`config.mk`:
```
export PLATFORM = sky130hd
export DESIGN_NAME = data_memory_arbiter_flat
export DESIGN_NICKNAME = d
export VERILOG_FILES = /design/src/rtl/data_memory_arbiter_if.sv /design/src/rtl/data_memory_arbiter.sv /design/src/flat_wrapper.sv
export SDC_FILE = /design/constraint.sdc
export NUM_CORES = 1
export LEC_CHECK = 0
export ABC_AREA = 1
export ABC_CLOCK_PERIOD_IN_PS = 1410
export BUFFER_PORTS_ARGS = -buffer_cell sky130_fd_sc_hd__buf_2
export CORE_UTILIZATION = 48
export CTS_BUF_LIST = sky130_fd_sc_hd__clkbuf_8
export DETAILED_ROUTE_END_ITERATION = 8
export MAX_ROUTING_LAYER = met4
export PLACE_DENSITY_LB_ADDON = 0.3
export SLEW_MARGIN = 40
export SYNTH_ARGS = -nofsm -noshare
export SYNTH_HDL_FRONTEND = slang
export SYNTH_SLANG_ARGS = --single-unit
```
`constraint.sdc`:
```
create_clock -name clk -period 1.41 [get_ports clk]
set_clock_uncertainty 0.05 [all_clocks]
set_input_delay 0.423 -clock clk [delete_from_list [all_inputs] [get_ports clk]]
set_output_delay 0.423 -clock clk [all_outputs]
set_load 0.05 [all_outputs]
```
`src/rtl/data_memory_arbiter_if.sv`:
```
// -----------------------------------------------------------------------------
// data_memory_arbiter_if
// Bundles every signal between the two requesters, the arbiter and the
// 256x8 data memory.
//   m0_* : core load/store path (req/we/adr/wdata in, ack/rdata back)
//   m1_* : DMA / test port, same shape as m0_*
//   mem_*: memory pins (adr, datain, w, r driven by the arbiter; dataout back)
//   busy : arbiter is inside a transaction
// Modports:
//   slave  - the arbiter's view
//   master - the view of the requesters plus the memory (the environment)
// -----------------------------------------------------------------------------
interface data_memory_arbiter_if #(
    parameter int AW = 8,
    parameter int DW = 8
);
    logic          m0_req;
    logic          m0_we;
    logic [AW-1:0] m0_adr;
    logic [DW-1:0] m0_wdata;
    logic          m0_ack;
    logic [DW-1:0] m0_rdata;

    logic          m1_req;
    logic          m1_we;
    logic [AW-1:0] m1_adr;
    logic [DW-1:0] m1_wdata;
    logic          m1_ack;
    logic [DW-1:0] m1_rdata;

    logic [AW-1:0] mem_adr;
    logic [DW-1:0] mem_datain;
    logic          mem_w;
    logic          mem_r;
    logic [DW-1:0] mem_dataout;

    logic          busy;

    modport slave (
        input  m0_req, m0_we, m0_adr, m0_wdata,
        output m0_ack, m0_rdata,
        input  m1_req, m1_we, m1_adr, m1_wdata,
        output m1_ack, m1_rdata,
        output mem_adr, mem_datain, mem_w, mem_r,
        input  mem_dataout,
        output busy
    );

    modport master (
        output m0_req, m0_we, m0_adr, m0_wdata,
        input  m0_ack, m0_rdata,
        output m1_req, m1_we, m1_adr, m1_wdata,
        input  m1_ack, m1_rdata,
        input  mem_adr, mem_datain, mem_w, mem_r,
        output mem_dataout,
        input  busy
    );
endinterface

```
`src/rtl/data_memory_arbiter.sv`:
```
// -----------------------------------------------------------------------------
// data_memory_arbiter
// Two-master round-robin arbiter and access sequencer for a single-port
// data memory with synchronous write and combinational read.
// Each transaction runs IDLE -> ACCESS -> DONE (one transaction per 3 cycles):
// the winning request is latched on the IDLE edge, driven onto the memory for
// exactly one ACCESS cycle, and acknowledged for one cycle in DONE with the
// read data already registered.
// Ports:
//   clk  - system clock, all state on the rising edge
//   rst  - asynchronous active-high reset
//   bus  - data_memory_arbiter_if.slave (requester handshakes + memory pins)
// -----------------------------------------------------------------------------
module data_memory_arbiter #(
    parameter int AW = 8,
    parameter int DW = 8
) (
    input  logic                  clk,
    input  logic                  rst,
    data_memory_arbiter_if.slave  bus
);

    typedef enum logic [1:0] {
        IDLE   = 2'd0,
        ACCESS = 2'd1,
        DONE   = 2'd2
    } state_t;

    state_t        state_q, state_d;

    // Latched transaction; these registers also drive mem_adr/mem_datain so
    // the memory pins hold their last values between accesses.
    logic          sel_q;
    logic          we_q;
    logic [AW-1:0] adr_q;
    logic [DW-1:0] wdata_q;
    logic          last_grant_q;

    logic [1:0]    req_vec;
    logic          sel_d;
    logic          we_d;
    logic [AW-1:0] adr_d;
    logic [DW-1:0] wdata_d;
    logic          latch_en;

    logic          mem_w;
    logic          mem_r;
    logic          busy;
    logic [1:0]    ack_vec;

    assign req_vec = {bus.m1_req, bus.m0_req};

    // Lone requester wins outright; on a tie the master that was not granted
    // last time goes first.
    assign sel_d   = (req_vec == 2'b11) ? ~last_grant_q : req_vec[1];
    assign we_d    = sel_d ? bus.m1_we    : bus.m0_we;
    assign adr_d   = sel_d ? bus.m1_adr   : bus.m0_adr;
    assign wdata_d = sel_d ? bus.m1_wdata : bus.m0_wdata;

    assign latch_en = (state_q == IDLE) && (|req_vec);

    // ---------------------------------------------------------------- FSM
    always_ff @(posedge clk or posedge rst) begin
        if (rst) begin
            state_q <= IDLE;
        end else begin
            state_q <= state_d;
        end
    end

    always_comb begin
        state_d = state_q;
        case (state_q)
            IDLE:    if (|req_vec) state_d = ACCESS;
            ACCESS:  state_d = DONE;
            DONE:    state_d = IDLE;
            default: state_d = IDLE;
        endcase
    end

    // Strobes are decoded from the state register alone, so the asynchronous
    // reset pulls mem_w low the instant rst rises and no write can commit.
    always_comb begin
        mem_w   = 1'b0;
        mem_r   = 1'b0;
        ack_vec = 2'b00;
        busy    = (state_q != IDLE);
        case (state_q)
            ACCESS: begin
                mem_w = we_q;
                mem_r = ~we_q;
            end
            DONE: begin
                ack_vec[sel_q] = 1'b1;
            end
            default: ;
        endcase
    end

    // ------------------------------------------------------- request latch
    always_ff @(posedge clk or posedge rst) begin
        if (rst) begin
            sel_q        <= 1'b0;
            we_q         <= 1'b0;
            adr_q        <= '0;
            wdata_q      <= '0;
            last_grant_q <= 1'b1;   // m0 wins the first tie after reset
        end else begin
            if (latch_en) begin
                sel_q   <= sel_d;
                we_q    <= we_d;
                adr_q   <= adr_d;
                wdata_q <= wdata_d;
            end
            if (state_q == ACCESS) begin
                last_grant_q <= sel_q;
            end
        end
    end

    // ------------------------------------------------- per-master read data
    // Each master keeps its own read register; it only moves when that
    // master's own read closes ACCESS, so writes and the other master's reads
    // leave it untouched.
    for (genvar gi = 0; gi < 2; gi++) begin : g_master
        logic [DW-1:0] rdata_q;

        always_ff @(posedge clk or posedge rst) begin
            if (rst) begin
                rdata_q <= '0;
            end else if ((state_q == ACCESS) && !we_q && (sel_q == 1'(gi))) begin
                rdata_q <= bus.mem_dataout;
            end
        end
    end

    // ------------------------------------------------------------ outputs
    assign bus.m0_ack     = ack_vec[0];
    assign bus.m1_ack     = ack_vec[1];
    assign bus.m0_rdata   = g_master[0].rdata_q;
    assign bus.m1_rdata   = g_master[1].rdata_q;
    assign bus.mem_adr    = adr_q;
    assign bus.mem_datain = wdata_q;
    assign bus.mem_w      = mem_w;
    assign bus.mem_r      = mem_r;
    assign bus.busy       = busy;

endmodule

```
`src/flat_wrapper.sv`:
```
// flat-port wrapper written by rule: the top's interface ports become plain ports
module data_memory_arbiter_flat 
#(
    parameter int AW = 8,
    parameter int DW = 8
)
  (clk, rst, bus_m0_req, bus_m0_we, bus_m0_adr, bus_m0_wdata, bus_m0_ack, bus_m0_rdata, bus_m1_req, bus_m1_we, bus_m1_adr, bus_m1_wdata, bus_m1_ack, bus_m1_rdata, bus_mem_adr, bus_mem_datain, bus_mem_w, bus_mem_r, bus_mem_dataout, bus_busy);
  data_memory_arbiter_if #(.AW(AW), .DW(DW)) bus_i ();
  input  logic clk;
  input  logic rst;
  input wire logic [$bits(bus_i.m0_req)-1:0] bus_m0_req;
  input wire logic [$bits(bus_i.m0_we)-1:0] bus_m0_we;
  input wire logic [$bits(bus_i.m0_adr)-1:0] bus_m0_adr;
  input wire logic [$bits(bus_i.m0_wdata)-1:0] bus_m0_wdata;
  output wire logic [$bits(bus_i.m0_ack)-1:0] bus_m0_ack;
  output wire logic [$bits(bus_i.m0_rdata)-1:0] bus_m0_rdata;
  input wire logic [$bits(bus_i.m1_req)-1:0] bus_m1_req;
  input wire logic [$bits(bus_i.m1_we)-1:0] bus_m1_we;
  input wire logic [$bits(bus_i.m1_adr)-1:0] bus_m1_adr;
  input wire logic [$bits(bus_i.m1_wdata)-1:0] bus_m1_wdata;
  output wire logic [$bits(bus_i.m1_ack)-1:0] bus_m1_ack;
  output wire logic [$bits(bus_i.m1_rdata)-1:0] bus_m1_rdata;
  output wire logic [$bits(bus_i.mem_adr)-1:0] bus_mem_adr;
  output wire logic [$bits(bus_i.mem_datain)-1:0] bus_mem_datain;
  output wire logic [$bits(bus_i.mem_w)-1:0] bus_mem_w;
  output wire logic [$bits(bus_i.mem_r)-1:0] bus_mem_r;
  input wire logic [$bits(bus_i.mem_dataout)-1:0] bus_mem_dataout;
  output wire logic [$bits(bus_i.busy)-1:0] bus_busy;
  assign bus_i.m0_req = bus_m0_req;
  assign bus_i.m0_we = bus_m0_we;
  assign bus_i.m0_adr = bus_m0_adr;
  assign bus_i.m0_wdata = bus_m0_wdata;
  assign bus_m0_ack = bus_i.m0_ack;
  assign bus_m0_rdata = bus_i.m0_rdata;
  assign bus_i.m1_req = bus_m1_req;
  assign bus_i.m1_we = bus_m1_we;
  assign bus_i.m1_adr = bus_m1_adr;
  assign bus_i.m1_wdata = bus_m1_wdata;
  assign bus_m1_ack = bus_i.m1_ack;
  assign bus_m1_rdata = bus_i.m1_rdata;
  assign bus_mem_adr = bus_i.mem_adr;
  assign bus_mem_datain = bus_i.mem_datain;
  assign bus_mem_w = bus_i.mem_w;
  assign bus_mem_r = bus_i.mem_r;
  assign bus_i.mem_dataout = bus_mem_dataout;
  assign bus_busy = bus_i.busy;
  data_memory_arbiter #(.AW(AW), .DW(DW)) u_core (.clk(clk), .rst(rst), .bus(bus_i));
endmodule
```
==> metrics.md <==
| Metric | Value |
|---|---|
| Crit-path slowest cell | `dfrtp_1` |
| Final period utilization | `1.19` |
| Worst relative slew slack | `0.661` |
| ANT nets after route | `0` |
| Crit end category | `primary output` |
| Routability cong. | `0.798` |
| CTS tree | `yes` |
| Hold_ws | `121 ps` |
| Worst slew pin tran | `506 ps` |
| Period minus WS final | `1680 ps` |
| Fill cell count | `327` |
| Top FF cell, synth | `dfrtp_1` |
| Syn_nets | `285` |
| FFs w/ async S/R, synth | `1.00` |
| CTS buffer count | `5` |
| Core area | `3690 um2` |
| EDFF count, synth | `0` |
| Drc violations | `0` |
| I/O pin count | `83` |
| Pwr/cell area | `2690 nW/um2` |
| Most frequent cells in the layout | `nand2_1 (85), buf_2 (67), inv_1 (36), dfrtp_1 (35), nand3_1 (34)` |
| Final hold vios | `0` |
| Syn-to-layout area delta | `40.5%` |
| Proportion of layout cells with a drive suffix above 1 | `0.366` |
| Later-pin clock latency in the skew report | `280 ps` |
| First-pass GRT wire length | `7.13 mm` |
| Post-Syn Instances | `239` |
| Outcome | `finished, violations left` |
| CTS Sinks | `37` |
| Number of DRC markers in iteration 0 | `134` |
| Ys Warns | `0` |
| Pleak | `0.00153 uW` |
| Number of vias in the routed layout | `1,847` |
| Post-Synthesis Cell Area | `1850 um2` |
| Final worst slack | `-267 ps` |
| Total GRT Usage | `0.233` |
| Final setup violating endpoints | `5` |
| Crit-path cells | `buf_6 -> inv_8 -> nor3_4 -> buf_6` |
| Sequential share of the synthesized area | `0.500` |
| Drt wl/cell | `11.3 um` |
| Worst min-delay path class | `in -> async` |
| Vias in the first global route | `1,672` |
| Synth cell types | `21` |
| Reg clk slew, reported paths | `70 ps` |
| Nets@finish | `376` |
| Final HPWL DP | `3.14 mm` |
| GR Overflow Total | `0` |
| Vias per cell | `4.87` |
| Chip height | `64.2 um` |
| Crit Path Max Fanout | `3` |
| Tot Pwr | `7020 uW` |
| Kind of critical path | `reg -> out` |
| Worst Path Arrival | `1200 ps` |
| Die Area | `4120 um2` |
| Pin count of the biggest net entering global routing | `38` |
| Detailed Route WL | `4.29 mm` |
| Crit path top cell by count | `buf_6` |
| Number of I/O port buffers | `82` |
| Violations in the final reports | `setup timing` |
| RSZ-0062 raised after global routing | `true` |
| FF+latch count, synth | `37` |
| Worst setup SP type | `register` |
| Worst path required time | `940 ps` |
| Post-Place Cells | `370` |
| Die width | `64.2 um` |
| Clk buf depth | `2` |
| Max Cap Viol | `0` |
| Pre-CTS setup slack | `-76.5 ps` |
| Max incr delay on CP | `410 ps` |
| Commonest non-fill, non-tap cell in the layout | `nand2_1` |
| Pre-Repair DR Iteration Count | `4` |
| Clock Tree Root | `clkbuf_8` |
| Syn avg cell area | `7.76 um2` |
| Initial antenna violation count | `0` |
| Max VDD drop | `1.40 mV` |
| Fmax achieved | `0.596 GHz` |
| FP Rows | `22` |
| H-tree levels | `2` |
| Setup TNS | `-1160 ps` |
| Initial Util | `0.503` |
| Fin cells | `379` |
| Slew Limit Fails | `0` |
| Antenna Cells | `0` |
==> power by group <==
group          internal (uW)  switching [uW]
combinational           1250            3140
sequential              1610             322
clock                    335             363
total                   3190            3830
==> area by class of cell <==
class,instances,area [um2],share of cell area
inverter,40,164,0.0629
sequential,37,928,0.356
timing repair buffer,95,621,0.238
clock buffer,5,68.8,0.0264
clock inverter,3,13.8,0.00528
tap,48,60.1,0.0231
multi-input combinational,151,749,0.288
==> critical path: cells and delay by family, from the launching register on <==
kind / cells / cell delay [ps]
AND/OR/NAND/NOR: 1 / 150
flip-flops: 1 / 410
buffers and inverters: 3 / 360
==> kinds of logic (layout without fill, tap and decap cells) <==
family,count (synthesis),in the layout,share of synthesized area
AOI/OAI and AO/OA,3,3,0.0142
buffers and inverters,51,143,0.125
DFF,37,37,0.500
and+or+nand+nor,148,148,0.360
==> metal layers <==
layer | track usage | wire length, um | vias to the layer above
li1 | - | - | 932
met1 | 0.276 | 1870 | 845
met2 | 0.391 | 2130 | 62
met3 | 0.0518 | 227 | 8
met4 | 0.0806 | 58 | 0
met5 | - | 0 | -
==> repair_timing <==
item                       in CTS  in global routing
setup endpoints to repair      13                 40
setup buffers                   0                  1
pin swaps                       3                  3
hold buffers                    0                  0
gates resized for setup        19                 12
==> through the flow <==
step                area, um2   util
floorplan                1920      -
global placement         2400  0.652
detailed placement       2400  0.652
CTS                      2550  0.692
global route             2610  0.706
finish                   2610  0.706
==> Yosys cell counts, types with 3 or more instances <==
| cell | n | area share |
|---|---|---|
| nand2_1 | 86 | 0.17 |
| inv_1 | 37 | 0.075 |
| dfrtp_1 | 36 | 0.49 |
| nand3_1 | 35 | 0.094 |
| nand4_1 | 16 | 0.054 |
| buf_6 | 4 | 0.024 |
| nor2_1 | 4 | 0.0081 |
| buf_2 | 3 | 0.0081 |
==> final timing paths <==
check	startpoint	to	slack (ps)	depth (start not counted)
worst min-delay path	rst	u_core.bus.m0_rdata[7]	120	3
worst max register to register	u_core.state_q[1]	u_core.bus.m0_rdata[5]	70	5
min in group clk	bus_mem_dataout[0]	u_core.bus.m0_rdata[0]	350	3
worst min register to register	u_core.bus.m0_rdata[0]	u_core.bus.m0_rdata[0]	420	2
max in group asynchronous	rst	u_core.last_grant_q	940	3
worst max-delay path	u_core.state_q[1]	bus_m0_ack	-270	4
==> state kept, by name, indices dropped and copies added, names as in the netlist <==
register / flops
u_core.state_q: 2
u_core.last_grant_q: 1
u_core.we_q: 1
u_core.bus.mem_adr: 8
u_core.bus.m0_rdata: 8
u_core.bus.m1_rdata: 8
u_core.bus.mem_datain: 8
u_core.sel_q: 1
(Power assumes the default switching activity.)
